File: src/rtl/ram_loader_pkg.sv
// Shared definitions for the sample-RAM loader: status codes, FSM encoding
// and the RAM size shared with the acquire and transmit blocks.
package ram_loader_pkg;

  localparam int RAM_SIZE_DEFAULT = 1536;

  localparam logic [1:0] ST_OK      = 2'd0;
  localparam logic [1:0] ST_BADLEN  = 2'd1;
  localparam logic [1:0] ST_CSUM    = 2'd2;
  localparam logic [1:0] ST_TIMEOUT = 2'd3;

  typedef enum logic [2:0] {
    S_IDLE,
    S_LEN_LO,
    S_LEN_HI,
    S_DATA,
    S_CSUM,
    S_FINISH,
    S_WAIT_RELEASE
  } state_t;

endpackage

File: src/rtl/ram_loader_timeout.sv
// Inter-byte watchdog: cleared on every kick or while disabled, flags expiry
// once LIMIT-1 idle cycles have elapsed with the counter enabled.
module timeout_counter #(
  parameter int LIMIT = 2_500_000
) (
  input  logic clk,
  input  logic rst_n,
  input  logic enable,
  input  logic kick,
  output logic expired
);

  localparam int CNT_W = (LIMIT > 1) ? $clog2(LIMIT) : 1;
  localparam logic [CNT_W-1:0] LAST = CNT_W'(LIMIT - 1);

  logic [CNT_W-1:0] count;

  always_ff @(posedge clk or negedge rst_n) begin
    if (!rst_n) begin
      count <= '0;
    end else if (!enable || kick) begin
      count <= '0;
    end else begin
      count <= count + 1'b1;
    end
  end

  assign expired = enable && (count == LAST);

endmodule

File: src/rtl/ram_loader.sv
// UART-to-RAM upload engine: takes one framed byte stream per grant
// (length lo/hi, payload, 8-bit sum) and writes the payload from address 0.
module ram_loader
  import ram_loader_pkg::*;
#(
  parameter int RAM_SIZE       = RAM_SIZE_DEFAULT,
  parameter int ADDR_W         = 11,
  parameter int TIMEOUT_CYCLES = 2_500_000
) (
  input  logic              clk,
  input  logic              rst_n,
  input  logic              grant,
  input  logic [7:0]        rx_data,
  input  logic              rx_data_fresh,
  output logic [ADDR_W-1:0] wr_addr,
  output logic [7:0]        wr_data,
  output logic              wr_en,
  output logic              done,
  output logic [1:0]        status,
  output logic [ADDR_W-1:0] load_count
);

  state_t            state;
  logic [ADDR_W-1:0] len_q;
  logic [ADDR_W-1:0] idx;
  logic [7:0]        csum;
  logic [15:0]       len_full;
  logic              tmo_enable;
  logic              tmo_expired;

  assign len_full   = {rx_data, len_q[7:0]};
  assign tmo_enable = (state == S_LEN_HI) || (state == S_DATA) || (state == S_CSUM);

  timeout_counter #(
    .LIMIT (TIMEOUT_CYCLES)
  ) u_timeout (
    .clk     (clk),
    .rst_n   (rst_n),
    .enable  (tmo_enable),
    .kick    (rx_data_fresh),
    .expired (tmo_expired)
  );

  // Priority inside each receiving state: grant drop, then fresh byte, then timeout.
  always_ff @(posedge clk or negedge rst_n) begin
    if (!rst_n) begin
      state      <= S_IDLE;
      len_q      <= '0;
      idx        <= '0;
      csum       <= '0;
      wr_addr    <= '0;
      wr_data    <= '0;
      wr_en      <= 1'b0;
      done       <= 1'b0;
      status     <= ST_OK;
      load_count <= '0;
    end else begin
      wr_en <= 1'b0;
      done  <= 1'b0;
      case (state)
        S_IDLE: begin
          idx  <= '0;
          csum <= '0;
          if (grant) state <= S_LEN_LO;
        end
        S_LEN_LO: begin
          if (!grant) begin
            state <= S_IDLE;
          end else if (rx_data_fresh) begin
            len_q <= ADDR_W'(rx_data);
            state <= S_LEN_HI;
          end
        end
        S_LEN_HI: begin
          if (!grant) begin
            state <= S_IDLE;
          end else if (rx_data_fresh) begin
            if (len_full == 16'd0 || len_full > 16'(RAM_SIZE)) begin
              state      <= S_FINISH;
              done       <= 1'b1;
              status     <= ST_BADLEN;
              load_count <= idx;
            end else begin
              len_q <= len_full[ADDR_W-1:0];
              state <= S_DATA;
            end
          end else if (tmo_expired) begin
            state      <= S_FINISH;
            done       <= 1'b1;
            status     <= ST_TIMEOUT;
            load_count <= idx;
          end
        end
        S_DATA: begin
          if (!grant) begin
            state <= S_IDLE;
          end else if (rx_data_fresh) begin
            wr_en   <= 1'b1;
            wr_data <= rx_data;
            wr_addr <= idx;
            idx     <= idx + 1'b1;
            csum    <= csum + rx_data;
            if (idx == len_q - 1'b1) state <= S_CSUM;
          end else if (tmo_expired) begin
            state      <= S_FINISH;
            done       <= 1'b1;
            status     <= ST_TIMEOUT;
            load_count <= idx;
          end
        end
        S_CSUM: begin
          if (!grant) begin
            state <= S_IDLE;
          end else if (rx_data_fresh) begin
            state      <= S_FINISH;
            done       <= 1'b1;
            status     <= (rx_data == csum) ? ST_OK : ST_CSUM;
            load_count <= idx;
          end else if (tmo_expired) begin
            state      <= S_FINISH;
            done       <= 1'b1;
            status     <= ST_TIMEOUT;
            load_count <= idx;
          end
        end
        // done is raised on entry, so the FINISH cycle is the pulse itself.
        S_FINISH: begin
          state <= S_WAIT_RELEASE;
        end
        S_WAIT_RELEASE: begin
          if (!grant) state <= S_IDLE;
        end
        default: state <= S_IDLE;
      endcase
    end
  end

endmodule

File: config.mk
export PLATFORM = sky130hd
export DESIGN_NAME = ram_loader
export DESIGN_NICKNAME = d
export VERILOG_FILES = /design/src/rtl/ram_loader_pkg.sv /design/src/rtl/ram_loader_timeout.sv /design/src/rtl/ram_loader.sv
export SDC_FILE = /design/constraint.sdc
export NUM_CORES = 1
export LEC_CHECK = 0
export ABC_CLOCK_PERIOD_IN_PS = 2800
export CAP_MARGIN = 20
export CORE_UTILIZATION = 30
export DETAILED_ROUTE_END_ITERATION = 12
export HOLD_SLACK_MARGIN = 0.1
export PLACE_DENSITY = 0.55
export SETUP_SLACK_MARGIN = 0.5
export SLEW_MARGIN = 30
export SYNTH_ARGS = -nofsm -noshare
export SYNTH_HDL_FRONTEND = slang
export SYNTH_SLANG_ARGS = --single-unit
File: constraint.sdc
create_clock -name clk -period 2.8 [get_ports clk]
set_input_delay 0.42 -clock clk [delete_from_list [all_inputs] [get_ports clk]]
set_output_delay 0.42 -clock clk [all_outputs]
set_load 0.02 [all_outputs]
==> results.cfg, run 1 <==
[run_status]
outcome = finished, final reports clean

[worst_setup_path]
regToRegStartpoint = len_q[1]$_DFFE_PN0P_
critPathMaxStageDelay_ns = 0.56
worst_ep_required_time_ns = 3.02
setup.reg_to_reg.worst_slack_ns = 0.60
crit_slowest_cell = or4_4
destination_of_the_worst_register_to_register_timing_path = state[0]$_DFFE_PN0P_
kind_of_end_point_of_the_critical_path = flip-flop
critical_path.max_fanout = 6
critical_setup_path_kind = in -> reg
crit_chain = clkdlybuf4s50_1, or4_4, nor2_4, o311ai_4, a32o_2, nand2_4, buf_12, mux2_1
cell_count_of_the_worst_reg_to_reg_path = 8
worst_ep_arrival_time_ns = 2.49
critical-path-top-delay-family = simple AND/OR/NAND/NOR gates
startpoint_type = input port
cp_num_buf_inv = 2

[power_and_ir_drop]
static-leakage-power_nw = 2.63
pwr-share-seq = 0.393
p_comb_frac = 0.342
netSwitchingFraction = 0.357
power.density_mw_per_mm2 = 719
power.clock.fraction = 0.265
worst_ir_drop_vdd_v = 0.000394
power.net_switching_w = 0.00152
cellInternalPower_w = 0.00274

[timing]
setup_violations = 0
final-hold-violation-count = 0
post-route-period-util = 0.810
slew-limit-headroom = 0.401
maxClockFrequency_mhz = 441
fin_worst_skew_ns = 0.0105
post-route-min-period_ns = 2.27
finalMaxSlewViolations = 0
rsz_0062_raised_after_global_routing = true
worst_pin_slew_ns = 0.899
fin_tns_setup_ns = 0

[floorplan]
floorplan.initialDensity = 0.309
num_rows = 45
top_level_ports = 46
die-area_mm2 = 0.0163
die_x_um = 128
floorplan.die.height_um = 128
core_area_mm2 = 0.0153

[worst_hold_path]
worst_hold_path.endpoint = wr_addr[2]$_DFFE_PN0P_
timing.hold.worst_path_depth = 2
hold_class = reg -> reg
hold_start = wr_addr[2]$_DFFE_PN0P_

[logic_synthesis]
synth.distinct_cells = 59
synth_enable_flop_cells = 0
yosysSeqAreaShare = 0.471
synth_cells = 502
syn_area_mm2 = 0.00473
postSynthAreaPerCell_um2 = 9.43
async_flop_share = 1.00
yosys_warnings = 0
synth_top_flop_cell = dfrtp_1
synth_fp_nets = 526
yosys_register_bits = 89

[clock_network]
clk_pin_slew_ns = 0.06
cts_tree = done
clock-root-buffer = clkbuf_16
clock_latency_at_the_later_pin_of_the_worst_skew_pair_ns = 0.35
cts_htree_levels = 3
numCtsBuffers = 9
cts.path.max_buffers = 2
cts.sink_count = 89

[place]
placed_area_mm2 = 0.00551
place.port_buffers = 45
place_congestion = 0.832
dpl.hpwl_mm = 8.24

[global_routing]
track_usage = 0.151
grt_pass1_vias = 3775
grt.overflow.total = 0
largest_net_degree_at_the_start_of_global_routing = 48
grt_antenna_before_repair = 0
global_route_wire_length_before_repair_mm = 19.1

[route]
drc_errors = 0
final_antenna_net_count = 0
detail_route.wl_per_cell_um = 14.8
avgViaCountPerCell = 4.83
vias = 3766
firstDrtPassIters = 4
dr.first_iter.drc_count = 183
route.final.wire_length_mm = 11.6

[finish]
fin_nets = 587
design_area_mm2 = 0.00592
insertedDiodeCount = 0
post_route_cells_drive_above_1_share = 0.129
area_growth_pct = 25.1

[run]
timing.max_cap.violations = 0
==> metrics by stage <==
stage                     hold slack, ns  setup WS, ns  utilization  power (W)  cells
after floorplan                    0.124         0.615            -    0.00255    502
after global placement             0.441        0.0924        0.360    0.00299    754
after detailed placement           0.455        0.0563        0.360    0.00303    754
after CTS                          0.478         0.501        0.380    0.00422    772
after global routing               0.502         0.465        0.387    0.00454    779
final                              0.472         0.533        0.387    0.00426    779
==> logic make-up (layout without fill, tap and decap cells) <==
family          Yosys count  in the layout  synth area share
fa+ha+maj                12             12            0.0333
buf+inv                  37            103            0.0328
compound gates           68             68            0.0997
mux                      12             12            0.0354
flops                    89             89             0.471
xor+xnor                 45             45            0.0833
simple gates            239            239             0.245
==> worst register-to-register path, delay by kind of cell (launching register included) <==
kind                     cells  cell delay [ns]
buffers and inverters        1             0.10
AO/OA/AOI/OAI                2             0.31
adder cells (fa/ha/maj)      1             0.13
AND/OR/NAND/NOR              4             1.13
flip-flops                   1             0.42
==> power groups by stage <==
stage	Combinational, W	Clock [W]	Sequential (W)
after global placement	0.00132	0	0.00167
after floorplan	0.000859	0	0.00169
after global routing	0.00161	0.00122	0.00170
after detailed placement	0.00135	0	0.00168
final	0.00146	0.00113	0.00167
after CTS	0.00139	0.00117	0.00166
==> registers in the layout (all words and copies together) (netlist names) <==
signal / count
u_timeout.count: 22
state: 3
status: 2
load_count: 11
idx: 11
len_q: 11
wr_data: 8
done: 1
wr_en: 1
csum: 8
wr_addr: 11
==> what timing repair did <==
item | in CTS | in global routing
hold buffers | 1 | 0
setup buffers | 1 | 6
pin swaps | 2 | 7
endpoints found under the setup margin | 13 | 14
gates resized for setup | 7 | 10
cloned | 0 | 1
endpoints found under the hold margin | 29 | 0
==> Yosys cell counts, types with 11 or more instances <==
library cell / n / area, um^2
a21oi_1: 13 / 65.1
clkbuf_1: 17 / 63.8
dfrtp_1: 89 / 2230
ha_1: 11 / 138
inv_1: 15 / 56.3
nand2_1: 99 / 372
nand3_1: 24 / 120
nor2_1: 48 / 180
o21ai_0: 24 / 120
xnor2_1: 25 / 219
xor2_1: 20 / 175
==> worst max path at each step <==
stage,start,endpoint,depth (start not counted)
after floorplan,rx_data[5],load_count[0]$_DFFE_PN0P_,7
after global placement,rx_data[5],load_count[5]$_DFFE_PN0P_,8
after detailed placement,rx_data[5],load_count[5]$_DFFE_PN0P_,8
after CTS,rx_data[5],load_count[5]$_DFFE_PN0P_,8
after global routing,len_q[1]$_DFFE_PN0P_,state[0]$_DFFE_PN0P_,8
final,rx_data[7],load_count[5]$_DFFE_PN0P_,8
==> routing by layer <==
layer | up-vias | routed length (um) | global-route usage
met5 | - | 0 | 0
met4 | 0 | 156 | 0.0471
met3 | 13 | 468 | 0.0377
met2 | 76 | 5370 | 0.241
met1 | 1828 | 5570 | 0.203
li1 | 1849 | - | -
==> cells in the final DEF (no fill, tap or decap), types with 13 or more instances in the layout <==
master	n
xor2_1	20
a21oi_1	13
nand3_1	24
xnor2_1	25
dfrtp_1	86
nor2_1	47
nand2_1	99
buf_4	23
inv_1	13
o21ai_0	23
clkdlybuf4s50_1	43
==> area by class of cell <==
type / count / area [um^2]
multi-input cells: 376 / 2410
clock buffers: 11 / 243
fillers: 1563 / 9390
inverters: 16 / 60.1
clock inverters: 5 / 31.3
well taps: 211 / 264
repair buffers: 71 / 687
flip-flops and latches: 89 / 2230
Note: power is estimated with default switching activity, not from simulation.
==> inputs of run 2 (changes only) <==
ABC_CLOCK_PERIOD_IN_PS = 2000   (was 2800)
PLACE_DENSITY = 0.57   (was 0.55)
clock period = 2 ns   (was 2.8 ns; I/O delays follow)
==> run 2 against run 1 <==
Against the previous run: sequential share of layout area decreased by 7.0 points; first-iteration DRC count increased by 3.3%; register-to-register slack got worse by 0.73 ns; core utilization increased by 8.9 points; count of clock-buffer cells in the layout decreased by 2; clock skew decreased by 0.0032 ns; sequential power increased by 38%; via count increased by 12%; total power increased by 69%; clock power increased by 66%; non-clock buffer count increased by 97; the flow now finishes with violations (negative setup slack).
==> results.cfg, run 2 (same netlist as run 1, synthesis figures left out) <==
[run_status]
outcome = finished, violations left
failed_checks = negative setup slack

[finish]
finalCoreUtilization = 0.476
insertedDiodeCount = 0
largest_reg_flops = 22
fin_nets = 684
top_reg_by_flops = u_timeout.count
design_area_mm2 = 0.00729
post_route_cells_drive_above_1_share = 0.373
area_growth_pct = 53.9
most-common-layout-cells = nand2_1 (87), buf_4 (87), dfrtp_1 (85)

[power_and_ir_drop]
power.density_mw_per_mm2 = 989
worst_ir_drop_vdd_v = 0.000483
static-leakage-power_nw = 3.45

[floorplan]
floorplan.die.height_um = 128
die_x_um = 128
top_level_ports = 46
core_area_mm2 = 0.0153
floorplan.initialDensity = 0.309
die-area_mm2 = 0.0163
num_rows = 45

[clock_network]
clock-root-buffer = clkbuf_16
clk_pin_slew_ns = 0.07
numCtsBuffers = 9
clock_latency_at_the_later_pin_of_the_worst_skew_pair_ns = 0.36
cts_tree = done
cts.path.max_buffers = 2
cts.sink_count = 89
cts_htree_levels = 3

[global_routing]
grt.overflow.total = 0
track_usage = 0.170
grt_pass1_vias = 4276
largest_net_degree_at_the_start_of_global_routing = 42
grt_antenna_before_repair = 0
global_route_wire_length_before_repair_mm = 21.4

[worst_setup_path]
startpoint_type = flip-flop
critical_setup_path_kind = reg -> reg
worst_ep_arrival_time_ns = 2.36
kind_of_end_point_of_the_critical_path = flip-flop
critical_path.max_fanout = 3
worst_ep_required_time_ns = 2.24

[route]
route.final.wire_length_mm = 13.7
avgViaCountPerCell = 4.83
drc_errors = 0
vias = 4228
final_antenna_net_count = 0
detail_route.wl_per_cell_um = 15.6
dr.first_iter.drc_count = 189
firstDrtPassIters = 5

[place]
placed_area_mm2 = 0.00612
dpl.hpwl_mm = 8.98
place_congestion = 0.848
place.port_buffers = 45

[timing]
rsz_0062_raised_after_global_routing = true
fin_worst_skew_ns = 0.00726
post-route-min-period_ns = 2.13
setup_violations = 17
finalMaxSlewViolations = 0
maxClockFrequency_mhz = 470
slew-limit-headroom = 0.636
fin_tns_setup_ns = -1.55
timing.final.ws_setup_ns = -0.126
worst_pin_slew_ns = 0.546
final-hold-violation-count = 0
post-route-period-util = 1.06

[worst_hold_path]
hold_class = in -> reg

[run]
timing.max_cap.violations = 0
## run 2: changes by cell type in the layout (fill, tap and decap cells not counted), moves of 10 or more
cell             before  now
clkdlybuf4s50_1      43    4
o21ai_0              23    8
dlygate4sd2_1         1   39
o21ai_1               0   10
nand3_1              24   13
nand2_1              99   87
buf_6                 0   24
buf_4                23   87
## run 2: area by class of cell
| cell class | count | area [um^2] |
|---|---|---|
| well taps | 211 | 264 |
| clock inverters | 7 | 98.8 |
| clock buffers | 9 | 225 |
| inverters | 16 | 67.6 |
| repair buffers | 168 | 1560 |
| multi-input cells | 376 | 2840 |
| fillers | 1444 | 8030 |
| flip-flops and latches | 89 | 2230 |
## run 2: what timing repair did
action,CTS,global route
endpoints found under the hold margin,38,0
gates resized for setup,103,69
hold buffers,1,0
pin swaps,40,26
gates cloned,2,1
buffers inserted,25,14
endpoints found under the setup margin,93,74
## run 2: power by group
group	switching (W)	internal (W)	leakage, nW
clock network	0.000772	0.00111	0.157
registers	0.000259	0.00204	1.21
logic	0.00150	0.00153	2.09
## run 2: final timing paths
kind	startpoint	to	cells after the start	slack, ns
max in group asynchronous	rst_n	csum[7]$_DFFE_PN0P_	3	0.94
setup / recovery	len_q[0]$_DFFE_PN0P_	state[0]$_DFFE_PN0P_	8	-0.13
min in group asynchronous	rst_n	done$_DFF_PN0_	2	0.47
hold / removal	rx_data[4]	len_q[4]$_DFFE_PN0P_	4	0.44
setup reg to reg	len_q[0]$_DFFE_PN0P_	state[0]$_DFFE_PN0P_	8	-0.13
hold reg to reg	wr_addr[5]$_DFFE_PN0P_	wr_addr[5]$_DFFE_PN0P_	2	0.47
## run 2: metrics by stage
stage	setup slack, ns	power, W	std cells	hold slack [ns]
finish	-0.126	0.00720	876	0.442
global route	-0.206	0.00758	876	0.470
CTS	-0.156	0.00689	861	0.442
detailed placement	-0.570	0.00474	817	0.322
global placement	-0.525	0.00470	817	0.319
floorplan	-0.0366	0.00370	502	0.00441
## run 2: critical path, stage by stage (launching register included)
cell,delay [ns]
dfrtp_1,0.40
inv_2,0.08
ha_4,0.14
or3b_4,0.38
or4_1,0.46
nand3_1,0.09
nand4_1,0.16
o22ai_1,0.21
a21oi_1,0.08
## run 2: routing by layer
layer,GRT usage,part of all wire,vias up
met3,0.0251,0.035,19
li1,-,-,2049
met2,0.280,0.49,79
met5,0,0,-
met4,0.0761,0.015,0
met1,0.222,0.46,2081
==> inputs of run 3 (changes only) <==
CTS_CLUSTER_SIZE = 20   (was default)
==> results of run 3 <==
Same layout as run 2: the final DEF is identical, and so are final timing and power.
